[config.mk]
export PLATFORM = sky130hd
export DESIGN_NAME = repadd_mult_ctrl_flat
export DESIGN_NICKNAME = d
export VERILOG_FILES = /design/src/rtl/repadd_mult_ctrl_if.sv /design/src/rtl/repadd_mult_ctrl.sv /design/src/flat_wrapper.sv
export SDC_FILE = /design/constraint.sdc
export NUM_CORES = 1
export LEC_CHECK = 0
export CELL_PAD_IN_SITES_DETAIL_PLACEMENT = 1
export CELL_PAD_IN_SITES_GLOBAL_PLACEMENT = 1
export CORE_ASPECT_RATIO = 0.9
export CORE_UTILIZATION = 36
export DETAILED_ROUTE_END_ITERATION = 10
export MAX_ROUTING_LAYER = met4
export PLACE_DENSITY_LB_ADDON = 0.05
export SLEW_MARGIN = 10
export SYNTH_ARGS = -nofsm -noshare
export SYNTH_HDL_FRONTEND = slang
export SYNTH_SLANG_ARGS = --single-unit
[constraint.sdc]
create_clock -name clk -period 3.4 [get_ports clk]
set_input_delay 0.51 -clock clk [delete_from_list [all_inputs] [get_ports clk]]
set_output_delay 0.51 -clock clk [all_outputs]
set_load 0.005 [all_outputs]
[src/rtl/repadd_mult_ctrl_if.sv]
// ---------------------------------------------------------------------------
// repadd_mult_ctrl_if
//   Handshake / strobe bundle between the repeated-addition multiplier
//   controller, the system sequencer and the multiplier datapath.
//   Parameter W : operand width (width of iter_cnt).
//   Signals:
//     start, abort   sequencer -> controller
//     eqz            datapath  -> controller (B register == 0)
//     ld_a, ld_b, clr_p, add_en, dec_b   controller -> datapath strobes
//     busy, done, err, iter_cnt          controller -> sequencer status
//   Modports: master = controller side, slave = sequencer/datapath side.
// ---------------------------------------------------------------------------
interface repadd_mult_ctrl_if #(parameter int W = 8);
  logic         start;
  logic         abort;
  logic         eqz;
  logic         ld_a;
  logic         ld_b;
  logic         clr_p;
  logic         add_en;
  logic         dec_b;
  logic         busy;
  logic         done;
  logic         err;
  logic [W-1:0] iter_cnt;

  modport master (
    input  start, abort, eqz,
    output ld_a, ld_b, clr_p, add_en, dec_b, busy, done, err, iter_cnt
  );

  modport slave (
    output start, abort, eqz,
    input  ld_a, ld_b, clr_p, add_en, dec_b, busy, done, err, iter_cnt
  );
endinterface

[src/rtl/repadd_mult_ctrl.sv]
// ---------------------------------------------------------------------------
// repadd_mult_ctrl
//   Control path for a repeated-addition multiplier (P = A * B by adding A
//   to P while decrementing B until B == 0). Sequences load/clear/add/dec
//   strobes from a start/done handshake using the datapath eqz flag.
//   Parameters:
//     W       operand width
//     TMO_CYC watchdog limit in busy cycles (used with TIMEOUT_EN)
//   Ports:
//     clk     rising-edge clock
//     arstn   asynchronous active-low reset
//     bus     repadd_mult_ctrl_if.master (start/abort/eqz in, strobes and
//             busy/done/err/iter_cnt out)
//   Optional feature macro: TIMEOUT_EN builds the busy-cycle watchdog and
//   the ERR exit; without it err is tied low and ERR is unreachable.
//   All strobes are Moore outputs decoded from the state register, so an
//   asserted reset drops them without waiting for a clock edge.
// ---------------------------------------------------------------------------
module repadd_mult_ctrl #(
  parameter int W       = 8,
  parameter int TMO_CYC = 600
) (
  input  logic                   clk,
  input  logic                   arstn,
  repadd_mult_ctrl_if.master     bus
);

  typedef enum logic [2:0] {
    S_IDLE   = 3'd0,
    S_LOAD_A = 3'd1,
    S_LOAD_B = 3'd2,
    S_CHECK  = 3'd3,
    S_ADD    = 3'd4,
    S_DONE   = 3'd5,
    S_ERR    = 3'd6
  } state_t;

  state_t state, state_nxt;
  logic   tmo_hit;

  // The watchdog must at least be able to reach the CHECK/ADD loop.
  if (TMO_CYC < 4) begin : g_tmo_chk
    $error("repadd_mult_ctrl: TMO_CYC must be at least 4");
  end

`ifdef TIMEOUT_EN
  localparam int TW = $clog2(TMO_CYC + 1);
  logic [TW-1:0] tmo_cnt;

  // Counts busy cycles: 0 in LOAD_A, so it reads TMO_CYC in the ERR cycle.
  // Saturates so the ERR cycle cannot wrap a narrow counter.
  always_ff @(posedge clk or negedge arstn) begin
    if (!arstn)                          tmo_cnt <= '0;
    else if (state == S_IDLE)            tmo_cnt <= '0;
    else if (tmo_cnt != TW'(TMO_CYC))    tmo_cnt <= tmo_cnt + 1'b1;
  end

  assign tmo_hit = (tmo_cnt == TW'(TMO_CYC - 1)) &&
                   ((state == S_CHECK) || (state == S_ADD));
`else
  assign tmo_hit = 1'b0;
`endif

  always_ff @(posedge clk or negedge arstn) begin
    if (!arstn) state <= S_IDLE;
    else        state <= state_nxt;
  end

  always_comb begin
    state_nxt   = state;
    bus.ld_a    = 1'b0;
    bus.ld_b    = 1'b0;
    bus.clr_p   = 1'b0;
    bus.add_en  = 1'b0;
    bus.dec_b   = 1'b0;
    bus.busy    = (state != S_IDLE);
    bus.done    = 1'b0;
    bus.err     = 1'b0;

    unique case (state)
      S_IDLE:   if (bus.start) state_nxt = S_LOAD_A;
      S_LOAD_A: begin
        bus.ld_a  = 1'b1;
        state_nxt = S_LOAD_B;
      end
      S_LOAD_B: begin
        bus.ld_b  = 1'b1;
        bus.clr_p = 1'b1;
        state_nxt = S_CHECK;
      end
      S_CHECK: begin
        // B was loaded at the previous edge, so eqz is valid here.
        if (tmo_hit)      state_nxt = S_ERR;
        else if (bus.eqz) state_nxt = S_DONE;
        else              state_nxt = S_ADD;
      end
      S_ADD: begin
        bus.add_en = 1'b1;
        bus.dec_b  = 1'b1;
        state_nxt  = tmo_hit ? S_ERR : S_CHECK;
      end
      S_DONE: begin
        bus.done  = 1'b1;
        state_nxt = S_IDLE;
      end
      S_ERR: begin
`ifdef TIMEOUT_EN
        bus.err   = 1'b1;
`endif
        state_nxt = S_IDLE;
      end
      default: state_nxt = S_IDLE;
    endcase

    // Abort overrides every other transition out of a busy state.
    if ((state != S_IDLE) && bus.abort) state_nxt = S_IDLE;
  end

  // iter_cnt is updated on entry to LOAD_B / ADD so that during the k-th ADD
  // it already reads k; an abort there therefore reports that ADD as done.
  always_ff @(posedge clk or negedge arstn) begin
    if (!arstn)
      bus.iter_cnt <= '0;
    else if ((state == S_LOAD_A) && (state_nxt == S_LOAD_B))
      bus.iter_cnt <= '0;
    else if ((state == S_CHECK) && (state_nxt == S_ADD))
      bus.iter_cnt <= bus.iter_cnt + 1'b1;
  end

endmodule

[src/flat_wrapper.sv]
// flat-port wrapper written by rule: the top's interface ports become plain ports
module repadd_mult_ctrl_flat 
#(
  parameter int W       = 8,
  parameter int TMO_CYC = 600
)
  (clk, arstn, bus_start, bus_abort, bus_eqz, bus_ld_a, bus_ld_b, bus_clr_p, bus_add_en, bus_dec_b, bus_busy, bus_done, bus_err, bus_iter_cnt);
  repadd_mult_ctrl_if #(.W(W)) bus_i ();
  input  logic clk;
  input  logic arstn;
  input wire logic [$bits(bus_i.start)-1:0] bus_start;
  input wire logic [$bits(bus_i.abort)-1:0] bus_abort;
  input wire logic [$bits(bus_i.eqz)-1:0] bus_eqz;
  output wire logic [$bits(bus_i.ld_a)-1:0] bus_ld_a;
  output wire logic [$bits(bus_i.ld_b)-1:0] bus_ld_b;
  output wire logic [$bits(bus_i.clr_p)-1:0] bus_clr_p;
  output wire logic [$bits(bus_i.add_en)-1:0] bus_add_en;
  output wire logic [$bits(bus_i.dec_b)-1:0] bus_dec_b;
  output wire logic [$bits(bus_i.busy)-1:0] bus_busy;
  output wire logic [$bits(bus_i.done)-1:0] bus_done;
  output wire logic [$bits(bus_i.err)-1:0] bus_err;
  output wire logic [$bits(bus_i.iter_cnt)-1:0] bus_iter_cnt;
  assign bus_i.start = bus_start;
  assign bus_i.abort = bus_abort;
  assign bus_i.eqz = bus_eqz;
  assign bus_ld_a = bus_i.ld_a;
  assign bus_ld_b = bus_i.ld_b;
  assign bus_clr_p = bus_i.clr_p;
  assign bus_add_en = bus_i.add_en;
  assign bus_dec_b = bus_i.dec_b;
  assign bus_busy = bus_i.busy;
  assign bus_done = bus_i.done;
  assign bus_err = bus_i.err;
  assign bus_iter_cnt = bus_i.iter_cnt;
  repadd_mult_ctrl #(.W(W), .TMO_CYC(TMO_CYC)) u_core (.clk(clk), .arstn(arstn), .bus(bus_i));
endmodule
==> impl_metrics.toml <==
[run_status]
status = "finished clean"

[cells_and_area]
postLayoutCellArea_um2 = 891
area_growth_pct = 29.7
seq_area_um2 = 275
drive_gt1_share_pct = 9.41
n_antenna_cell = 0
nFillCells = 195
multiInputGateArea_um2 = 360
fin_util_pct = 51.4
nets = 92

[timing]
finalClockSkew_ns = 0.00146
relSlewSlack_pct = 52.4
holdWs_ns = 0.565
setup_viol = 0
rsz0062_at_grt = "false"
tightestPinTransition_ns = 0.712
fmax_mhz = 444
hold_viol_final = 0
period_needed_ns = 2.25
finalCritPeriodShare_pct = 66.2
tns_ns = 0
slew_viol_final = 0

[yosys]
synth_commonest_cells = "11 x dfrtp_1, 7 x a21oi_1, 4 x buf_4, 4 x o31ai_1, 4 x or4_1"
synth_compound_area_share_pct = 15.3
synth.area.top_cells = "dfrtp_1 40%, a21oi_1 5.1%, buf_4 4.4%"
synth_area_um2 = 687
synth_fa_ha_area_share_pct = 1.82
yosysTopAreaCell = "dfrtp_1"
syn_nets = 75
yosysSeqAreaShare_pct = 40.1
synth_flop_cell = "dfrtp_1"
yosysMostFrequentCell = "dfrtp_1"
synth_edf_count = 0
synth_mux_area_share_pct = 1.46
ys_seq_elements = 11
postSynthCellCount = 69
ys_warn_count = 0
syn-mean-instance-area_um2 = 9.96
synth_top_area_share_pct = 40.1
synth_cell_type_count = 33
yosys.area_share.simple_pct = 32.1
yosys.area_share.xor_xnor_pct = 1.28
async_flop_share_pct = 100
synth_top_family_by_area = "simple AND/OR/NAND/NOR gates"

[global_routing]
antenna_found_initial = 0
grt_max_degree = 16
grt_pass1_wl_mm = 2.70
gr-usage-all-layers_pct = 19.5
grt_pass1_vias = 589
grt_overflow = 0

[route]
antenna_left = 0
drtIter0Drc = 12
drc = 0
wl_per_cell_um = 14.6
first_pass_iters = 4
via_per_inst = 5.52
vias = 602
routed_wl_mm = 1.59

[place]
place_area_um2 = 863
io_buffers = 19
dp_hpwl_mm = 1.15
place_congestion = 0.768

[cts]
clk_latency_ns = 0.27
clk_pin_slew_ns = 0.08
postCtsHoldBufs = 0
root_buffer = "clkbuf_4"
postCtsSetupRepairBufs = 0
numCtsBuffers = 3
cts_buffer_depth = 2
tritoncts = "yes"
cts_sinks = 11
post_cts_resized = 0
htree_levels = 1

[hold_path]
min_from = "u_core.bus.iter_cnt[7]$_DFFE_PN0P_"
min_path_cells = 2
worst_hold_path.endpoint = "u_core.bus.iter_cnt[7]$_DFFE_PN0P_"
min_path_type = "reg -> reg"

[pwr]
leakagePower_nw = 0.335
finalPower_w = 0.000473
p_per_area_nw_per_um2 = 531
ir_worst_vdd_v = 0.000401

[worst_setup_path]
r2r_start = "u_core.state[1]$_DFF_PN0_"
worst_ep_arrival_time_ns = 1.74
critPathLaunchType = "flip-flop"
r2r_cells = 3
r2r-end = "u_core.bus.iter_cnt[5]$_DFFE_PN0P_"
crit_type = "reg -> out"
path_max_fanout = 11
worstSetupEndpointType = "primary output"
cp.required_ns = 2.89
r2r_slack_ns = 1.76

[floorplanning]
die-area_um2 = 2090
num_rows = 14
core_um2 = 1730
start_util_pct = 39.6
die_w_um = 48.0
io_pins = 21
die_h_um = 43.4

[job]
drv_cap = 0
[critical path: stages, from the launching register on]
cell and delay, ns:
dfrtp_1 0.60, nor3b_1 0.31, clkdlybuf4s50_1 0.56
[worst max path at each step]
| stage | start | endpoint |
|---|---|---|
| global placement | bus_eqz | u_core.bus.iter_cnt[5]$_DFFE_PN0P_ |
| global route | u_core.state[1]$_DFF_PN0_ | bus_dec_b |
| detailed placement | bus_abort | u_core.bus.iter_cnt[7]$_DFFE_PN0P_ |
| finish | u_core.state[1]$_DFF_PN0_ | bus_clr_p |
| CTS | u_core.state[1]$_DFF_PN0_ | bus_clr_p |
| floorplan | u_core.state[1]$_DFF_PN0_ | bus_ld_b |
[sequential cells by signal, summed over array words and instances (netlist names)]
register	count
u_core.bus.iter_cnt	8
u_core.state	3
[final cells by class]
| type | count | share of cell area, % |
|---|---|---|
| multi-input combinational | 49 | 40.4 |
| sequential | 11 | 30.9 |
| timing repair buffer | 19 | 21.3 |
| tap | 24 | 3.37 |
| clock buffer | 3 | 2.53 |
| inverter | 2 | 0.843 |
| clock inverter | 1 | 0.562 |
[power breakdown]
group          internal [W]  switching, W
Clock             0.0000436     0.0000492
Combinational      0.000115     0.0000642
Sequential         0.000150     0.0000517
[metrics by stage]
stage | cells | setup WS, ns
finish | 109 | 1.15
global route | 109 | 1.04
CTS | 109 | 1.12
detailed placement | 105 | 1.32
global placement | 105 | 1.36
floorplan | 69 | 1.88
[cells by family after synthesis]
logic type / count (synthesis)
AO/OA/AOI/OAI: 17
XOR/XNOR: 1
adder cells (fa/ha/maj): 1
buffers and inverters: 9
flip-flops: 11
multiplexers: 1
other: 1
AND/OR/NAND/NOR: 28
[placed cells by master (no fill, tap or decap), types with 2 or more instances in the layout]
cell type / netlist / final
a21oi_1: 7 / 7
clkbuf_4: 0 / 3
clkdlybuf4s50_1: 0 / 19
dfrtp_1: 11 / 11
inv_1: 2 / 2
nand2_1: 3 / 3
nand2b_1: 2 / 2
nor2_1: 2 / 2
nor3b_1: 2 / 2
o21ai_0: 3 / 3
o31ai_1: 4 / 4
or3_1: 3 / 3
or4_1: 4 / 4
[per-layer routing]
metal  global-route usage, %  wire (µm)  vias to the layer above
met5                       -          0                        -
met4                    13.3         57                        0
met3                    3.75         85                        4
met2                    28.9        751                       22
met1                    23.2        693                      288
li1                        -          -                      288
No activity file was read; power rests on OpenSTA's default activity.
